File: config.mk
export PLATFORM = sky130hd
export DESIGN_NAME = alu_cmd_sequencer
export DESIGN_NICKNAME = d
export VERILOG_FILES = /design/src/rtl/alu_cmd_sequencer.sv
export SDC_FILE = /design/constraint.sdc
export NUM_CORES = 1
export LEC_CHECK = 0
export CAP_MARGIN = 20
export CORE_MARGIN = 2
export CORE_UTILIZATION = 50
export CTS_CLUSTER_DIAMETER = 40
export DETAILED_ROUTE_END_ITERATION = 7
export HOLD_SLACK_MARGIN = 0.06
export PLACE_DENSITY = 0.87
export SYNTH_ARGS = -nofsm -noshare
export SYNTH_HDL_FRONTEND = slang
export SYNTH_SLANG_ARGS = --single-unit
export TNS_END_PERCENT = 5
File: constraint.sdc
create_clock -name clk -period 5.8 [get_ports clk]
set_input_delay 1.16 -clock clk [delete_from_list [all_inputs] [get_ports clk]]
set_output_delay 1.16 -clock clk [all_outputs]
set_load 0.02 [all_outputs]
File: src/rtl/alu_cmd_sequencer.sv
// -----------------------------------------------------------------------------
// alu_cmd_sequencer
//
// Initiator side of the 8-bit ALU datapath. A request accepted over the
// req_valid/req_ready handshake is registered onto the ALU inputs with
// alu_oe raised, held for LAT cycles, and then the ALU result and status
// flags are captured, checked for consistency and pushed into a small
// first-word-fall-through response FIFO drained over rsp_valid/rsp_ready.
//
// Ports:
//   clk, rst                 clock (rising edge), synchronous active-high reset
//   req_valid/req_ready      request handshake
//   req_a, req_b, req_op     request operands and opcode
//   alu_a, alu_b, alu_op     registered operands/opcode to the ALU
//   alu_oe                   ALU output enable, high while an operation is held
//   alu_y, alu_*             ALU result and flags (parity, overflow,
//                            greater, is_eq, less)
//   rsp_valid/rsp_ready      response handshake (FIFO head)
//   rsp_y, rsp_flags,        head entry: result, {overflow, greater, is_eq,
//   rsp_err                  less, parity}, consistency-check failure
//   busy                     high while waiting on the ALU
//   err_count                saturating count of errored captures
// -----------------------------------------------------------------------------
module alu_cmd_sequencer #(
    parameter int DATA_W = 8,
    parameter int LAT    = 1,
    parameter int DEPTH  = 2
) (
    input  logic              clk,
    input  logic              rst,
    input  logic              req_valid,
    output logic              req_ready,
    input  logic [DATA_W-1:0] req_a,
    input  logic [DATA_W-1:0] req_b,
    input  logic [1:0]        req_op,
    output logic [DATA_W-1:0] alu_a,
    output logic [DATA_W-1:0] alu_b,
    output logic [1:0]        alu_op,
    output logic              alu_oe,
    input  logic [DATA_W-1:0] alu_y,
    input  logic              alu_parity,
    input  logic              alu_overflow,
    input  logic              alu_greater,
    input  logic              alu_is_eq,
    input  logic              alu_less,
    output logic              rsp_valid,
    input  logic              rsp_ready,
    output logic [DATA_W-1:0] rsp_y,
    output logic [4:0]        rsp_flags,
    output logic              rsp_err,
    output logic              busy,
    output logic [7:0]        err_count
);

    localparam int PTR_W   = (DEPTH > 1) ? $clog2(DEPTH) : 1;
    localparam int CNT_W   = $clog2(DEPTH + 1);
    localparam int ENTRY_W = DATA_W + 6;   // {y, 5 flags, err}

    localparam logic [PTR_W-1:0] LAST_PTR  = PTR_W'(DEPTH - 1);
    localparam logic [CNT_W-1:0] FULL_CNT  = CNT_W'(DEPTH);
    localparam logic [3:0]       WAIT_INIT = 4'(LAT - 1);

    typedef enum logic {
        IDLE = 1'b0,
        WAIT = 1'b1
    } state_t;

    state_t            state_reg, state_next;
    logic [3:0]        wait_cnt_reg, wait_cnt_next;
    logic [DATA_W-1:0] alu_a_reg, alu_a_next;
    logic [DATA_W-1:0] alu_b_reg, alu_b_next;
    logic [1:0]        alu_op_reg, alu_op_next;
    logic              alu_oe_reg, alu_oe_next;

    logic               push;
    logic               pop;
    logic               fifo_full;
    logic               parity_err;
    logic               cmp_err;
    logic [ENTRY_W-1:0] push_entry;
    logic [ENTRY_W-1:0] head_entry;

    logic [ENTRY_W-1:0] mem_reg [DEPTH];
    logic [DEPTH-1:0]   wr_sel;
    logic [PTR_W-1:0]   wr_ptr_reg;
    logic [PTR_W-1:0]   rd_ptr_reg;
    logic [CNT_W-1:0]   count_reg;
    logic [7:0]         err_count_reg;

    assign fifo_full = (count_reg == FULL_CNT);

    // ------------------------------------------------------------------
    // Control FSM
    // ------------------------------------------------------------------
    always_ff @(posedge clk) begin
        if (rst) begin
            state_reg    <= IDLE;
            wait_cnt_reg <= '0;
            alu_a_reg    <= '0;
            alu_b_reg    <= '0;
            alu_op_reg   <= '0;
            alu_oe_reg   <= 1'b0;
        end else begin
            state_reg    <= state_next;
            wait_cnt_reg <= wait_cnt_next;
            alu_a_reg    <= alu_a_next;
            alu_b_reg    <= alu_b_next;
            alu_op_reg   <= alu_op_next;
            alu_oe_reg   <= alu_oe_next;
        end
    end

    always_comb begin
        state_next    = state_reg;
        wait_cnt_next = wait_cnt_reg;
        alu_a_next    = alu_a_reg;
        alu_b_next    = alu_b_reg;
        alu_op_next   = alu_op_reg;
        alu_oe_next   = alu_oe_reg;
        req_ready     = 1'b0;
        busy          = 1'b0;
        push          = 1'b0;
        case (state_reg)
            IDLE: begin
                // Only one operation is ever in flight, so a free slot now
                // guarantees room for its response when it completes.
                req_ready = !fifo_full;
                if (req_valid && !fifo_full) begin
                    alu_a_next    = req_a;
                    alu_b_next    = req_b;
                    alu_op_next   = req_op;
                    alu_oe_next   = 1'b1;
                    wait_cnt_next = WAIT_INIT;
                    state_next    = WAIT;
                end
            end
            WAIT: begin
                busy = 1'b1;
                if (wait_cnt_reg == 4'd0) begin
                    push        = 1'b1;
                    alu_oe_next = 1'b0;
                    state_next  = IDLE;
                end else begin
                    wait_cnt_next = wait_cnt_reg - 4'd1;
                end
            end
            default: state_next = IDLE;
        endcase
    end

    assign alu_a  = alu_a_reg;
    assign alu_b  = alu_b_reg;
    assign alu_op = alu_op_reg;
    assign alu_oe = alu_oe_reg;

    // ------------------------------------------------------------------
    // Result checks: even parity over y, and exactly one compare flag.
    // ------------------------------------------------------------------
    assign parity_err = alu_parity ^ (^alu_y);
    assign cmp_err    = !(( alu_greater && !alu_is_eq && !alu_less) ||
                          (!alu_greater &&  alu_is_eq && !alu_less) ||
                          (!alu_greater && !alu_is_eq &&  alu_less));

    assign push_entry = {alu_y, alu_overflow, alu_greater, alu_is_eq,
                         alu_less, alu_parity, parity_err | cmp_err};

    // ------------------------------------------------------------------
    // Response FIFO (first-word fall-through, pointers wrap at DEPTH)
    // ------------------------------------------------------------------
    for (genvar gi = 0; gi < DEPTH; gi++) begin : gen_wr_sel
        assign wr_sel[gi] = push && (wr_ptr_reg == PTR_W'(gi));
    end

    always_ff @(posedge clk) begin
        if (rst) begin
            for (int i = 0; i < DEPTH; i++) begin
                mem_reg[i] <= '0;
            end
        end else begin
            for (int i = 0; i < DEPTH; i++) begin
                if (wr_sel[i]) begin
                    mem_reg[i] <= push_entry;
                end
            end
        end
    end

    assign rsp_valid = (count_reg != '0);
    assign pop       = rsp_valid && rsp_ready;

    always_ff @(posedge clk) begin
        if (rst) begin
            wr_ptr_reg <= '0;
            rd_ptr_reg <= '0;
            count_reg  <= '0;
        end else begin
            if (push) begin
                wr_ptr_reg <= (wr_ptr_reg == LAST_PTR) ? '0 : wr_ptr_reg + PTR_W'(1);
            end
            if (pop) begin
                rd_ptr_reg <= (rd_ptr_reg == LAST_PTR) ? '0 : rd_ptr_reg + PTR_W'(1);
            end
            case ({push, pop})
                2'b10:   count_reg <= count_reg + CNT_W'(1);
                2'b01:   count_reg <= count_reg - CNT_W'(1);
                default: count_reg <= count_reg;
            endcase
        end
    end

    // Outputs read zero while empty so the post-reset value is all zeros.
    assign head_entry = rsp_valid ? mem_reg[rd_ptr_reg] : '0;
    assign rsp_y      = head_entry[ENTRY_W-1 -: DATA_W];
    assign rsp_flags  = head_entry[5:1];
    assign rsp_err    = head_entry[0];

    // ------------------------------------------------------------------
    // Saturating error counter
    // ------------------------------------------------------------------
    always_ff @(posedge clk) begin
        if (rst) begin
            err_count_reg <= '0;
        end else if (push && push_entry[0] && (err_count_reg != 8'hFF)) begin
            err_count_reg <= err_count_reg + 8'd1;
        end
    end

    assign err_count = err_count_reg;

endmodule

-- Yosys cells after proc, flatten, opt, wreduce, memory -nomap -nowiden
Memories as Yosys holds them, arrays and structs flattened. A register that Yosys moved wholly into a read port is not among the register bits.
Index checks and enable logic that the tools add are counted.
- RAM bits: 28
- input port bits: 35
- output and inout port bits: 44
- flip-flop bits (word level): 36
- logic and storage cells: 85
- memories kept: 1
- bits in read-only memories: 0
- bits in latches: 0
- $add $sub $neg: 6
- div/mod/pow operators: 0
- $mul: 0
- eq/ne operators: 7
- reduce and logical (&&, ||, !) cells: 26
- muxes and demuxes: 29
- shifts and indexed selects: 0
- order comparisons: 0
- bitwise gates (word level): 6
- memory list (memory ; depth ; width ; read ports ; clocked after memory_dff ; write ports ; RTL line ; source):
    mem_reg ; 2 ; 14 ; 1 ; 1 ; 2 ; 83 ; logic [ENTRY_W-1:0] mem_reg [DEPTH];
- operator list (cell ; count):
    $mux W14 ; 3
    $mux W1 ; 20
    $logic_and A1 B1 Y1 ; 12
    $add A8 B1 Y8 const B ; 1
    $mux W4 ; 2
    $ne A8 B8 Y1 const B ; 1
    $pmux W4 S2 ; 1
    $reduce_xor A8 Y1 ; 1
    $reduce_and A2 Y1 ; 3
    $logic_not A1 Y1 ; 5
    $eq A2 B2 Y1 const B ; 2
    $logic_not A4 Y1 ; 1
    $ne A2 B2 Y1 const B ; 2
    $pmux W1 S2 ; 2
    $pmux W2 S2 ; 1
    $reduce_bool A2 Y1 ; 2
    $sub A4 B1 Y4 const B ; 1
    $or A1 B1 Y1 ; 3
    $add A1 B1 Y1 const B ; 2
    $add A2 B1 Y2 const B ; 1
    $eq A2 B1 Y1 const B ; 1
    $logic_or A1 B1 Y1 ; 2
    $ne A2 B1 Y1 const B ; 1
    $not A1 Y1 ; 2
    other kinds (2) ; 2

-- Logic depth before layout (Yosys ltp)
- depth in word-level cells: 9
- depth in mapped cells: 9
- gate-level depth less buffers: 9

-- Least setup slack after synthesis
Ideal clock, no wire load.
- kind: input to register
- from: input alu_y[6]
- to: register err_count_reg[0], in the netlist err_count[0]
- required time: 5.679 ns
- slack: 3.194 ns
- path buffers: 1
- arrival: 2.484 ns
- cell stages on the path: 6
- path through: xor3_1 > a211o_1 > mux2i_2 > buf_6 > nor2_2 > mux2_4
- longest elaborated chain between the ends: 5
- RTL lines (what ; RTL line ; source):
    start: declaration ; 40 ; input logic [DATA_W-1:0] alu_y,
    $reduce_xor A8 Y1 ; 159 ; assign parity_err = alu_parity ^ (^alu_y);
    $xor A1 B1 Y1 ; 159 ;
    $or A1 B1 Y1 ; 165 ; alu_less, alu_parity, parity_err | cmp_err};
    $logic_and A1 B1 Y1 (2 in a row) ; 223 ; end else if (push && push_entry[0] && (err_count_reg != 8'hFF)) begin
    end signal: assignment ; 224 ; err_count_reg <= err_count_reg + 8'd1;
    end: declaration ; 88 ; logic [7:0] err_count_reg;
Every way passes these cells.
A chain may end at the register's enable or synchronous reset.

==> flow_metrics.env <==
export IMPL_slew_violations=0
export IMPL_multi_input_area_um2=1135
export IMPL_place_area_um2=3632
export IMPL_synth_seq_cells=65
export IMPL_fin_skew_ns=0.005945
export IMPL_cts_hold_buffers=0
export IMPL_grt_pass1_wl_mm=9.315
export IMPL_cts_tree="yes"
export IMPL_grt_pass1_vias=2157
export IMPL_finalSetupViolCount=0
export IMPL_dr_first_iter_drc_count=138
export IMPL_rsz0062_at_grt="false"
export IMPL_via_count=2231
export IMPL_layout_min_cycle_time_ns=3.313
export IMPL_synthTopCellsByArea="edfxtp_1 30%, dfxtp_1 26%, nand2_1 5.8%, mux2i_1 5.4%, a21oi_1 4.8%"
export IMPL_core_area_um2=5473
export IMPL_io_pins=79
export IMPL_synth_edf_count=28
export IMPL_drive_gt1_share_pct=6.704
export IMPL_die_x_um=78.85
export IMPL_leakagePower_nw=1.441
export IMPL_cts_resized=0
export IMPL_synth_common_cells="43 x nand2_1, 37 x dfxtp_1, 28 x edfxtp_1, 28 x nor2_1, 27 x a21oi_1"
export IMPL_synth_async_reset_ratio_pct=0
export IMPL_hold_viol_final=0
export IMPL_place_gp_congestion=0.7370
export IMPL_start_kind="flip-flop"
export IMPL_regArea_um2=1582
export IMPL_yosys_warnings=0
export IMPL_clk_pin_slew_ns=0.07
export IMPL_cts_buffer_depth=2
export IMPL_placement_io_buffers=78
export IMPL_fillers=415
export IMPL_tightest_slew_ns=0.8300
export IMPL_nNetsFinal=392
export IMPL_row_count=27
export IMPL_ys_seq_area_share_pct=56.45
export IMPL_clock_fmax_ghz=0.3018
export IMPL_route_detailed_drc=0
export IMPL_grt_ovfl_total=0
export IMPL_diodes=0
export IMPL_cts_htree_levels=3
export IMPL_cts_buffers=9
export IMPL_worstSetupEndpointType="primary output"
export IMPL_clk_latency_ns=0.34
export IMPL_postCtsSetupBuffers=0
export IMPL_dpl_hpwl_mm=4.138
export IMPL_viasPerCell=5.188
export IMPL_fin_crit_sh_pct=57.12
export IMPL_synth_area_um2=2801
export IMPL_drt_total_wl_mm=5.958
export IMPL_avgSynthCellArea_um2=10.22
export IMPL_ys_flop_type="dfxtp_1"
export IMPL_grt_total_usage_pct=19.56
export IMPL_outcome="complete, no violations"
export IMPL_antenna_left=0
export IMPL_arrival_ns=2.15
export IMPL_cts_sinks=65
export IMPL_syn2layout_area_growth_pct=37.25
export IMPL_powerDensity_nw_per_um2=349.0
export IMPL_grt_antenna_before_repair=0
export IMPL_dieArea_um2=6217
export IMPL_wl_per_cell_um=13.86
export IMPL_holdCritPathClass="flip-flop to flip-flop"
export IMPL_criticalPathCategory="flip-flop to primary output"
export IMPL_syn_nets=313
export IMPL_max_cap_violations=0
export IMPL_cp_required_ns=4.64
export IMPL_die_y_um=78.85
export IMPL_largest_reg_flops=28
export IMPL_synth_top_cell_area_share_pct=30.01
export IMPL_yosys_area_top_type="edfxtp_1"
export IMPL_synth_cells=274
export IMPL_root_buffer="clkbuf_8"
export IMPL_finalInstanceArea_um2=3845
export IMPL_worst_hold_slack_ns=0.4565
export IMPL_finalSetupTns_ns=0
export IMPL_grt_max_degree=41
export IMPL_maxSlewHeadroom_pct=44.59
export IMPL_yosysUniqueCellTypes=36
export IMPL_ir_drop_mv=0.2012
export IMPL_dr_pass1_iters=4
export IMPL_synth_most_common_cell="nand2_1"
export IMPL_cp_max_fo=14
export IMPL_start_util_pct=51.19
-- cell usage in the layout (no fill, tap or decap), types with 4 or more instances in the layout --
master	instances
clkdlybuf4s50_1	78
nand2_1	43
dfxtp_1	37
nor2_1	28
edfxtp_1	28
a21oi_1	27
mux2i_1	15
and3_1	14
clkbuf_8	11
inv_1	8
xnor2_1	7
nand3_1	6
nor2b_1	4
nor3_1	4
xor2_1	4
ha_1	4
-- stage by stage --
stage | setup slack (ns) | power (mW) | util (%) | cells
floorplan | 3.194 | 0.8049 | - | 274
global placement | 2.383 | 0.9594 | 66.37 | 412
detailed placement | 2.303 | 0.9711 | 66.37 | 412
CTS | 2.338 | 1.339 | 69.87 | 428
global route | 2.354 | 1.406 | 70.26 | 430
finish | 2.487 | 1.342 | 70.26 | 430
-- final timing paths --
kind                                startpoint  cells after the start                        end  slack [ns]
setup reg to reg  wait_cnt_reg[0]$_SDFFE_PP0P_                      8  count_reg[1]$_SDFFE_PP0P_        2.98
hold reg to reg          alu_a[7]$_SDFFE_PP0P_                      2      alu_a[7]$_SDFFE_PP0P_        0.46
hold / removal           alu_a[7]$_SDFFE_PP0P_                      2      alu_a[7]$_SDFFE_PP0P_        0.46
setup / recovery                     flip-flop                      3               rsp_flags[1]        2.49
-- worst max-delay path, stage by stage (launching register included) --
cell and delay, ns:
dfxtp_1 0.86, mux2i_1 0.18, nor2_1 0.15, clkdlybuf4s50_1 0.62
-- layer usage --
metal	share of wire, %	global-route usage [%]
met5	0	0
met4	1.6	10.00
met3	7.2	6.932
met2	49	33.42
met1	42	21.49
-- cells by family after synthesis --
kind of cell,Yosys count,synth area share [%]
buffers and inverters,22,3.216
xor gates and xnor gates,13,5.136
adders and majority gates,4,1.787
AOI/OAI and AO/OA,40,8.084
DFF,65,56.45
and+or+nand+nor,112,18.40
muxes,18,6.923
-- report_power, final --
group	internal (mW)	leakage (nW)	total, mW	switching, mW
Combinational	0.194	0.752	0.405	0.212
Sequential	0.525	0.595	0.566	0.0409
Clock	0.210	0.0936	0.370	0.160
-- cell type report --
type                    count  share of cell area, %
clock buffers              13                  3.872
clock inverters             3                  1.106
inverters                   8                 0.7810
multi-input cells         187                  29.52
flip-flops and latches     65                  41.13
well taps                  72                  2.343
repair buffers             82                  21.25
Power figures use the tool's default switching activity.
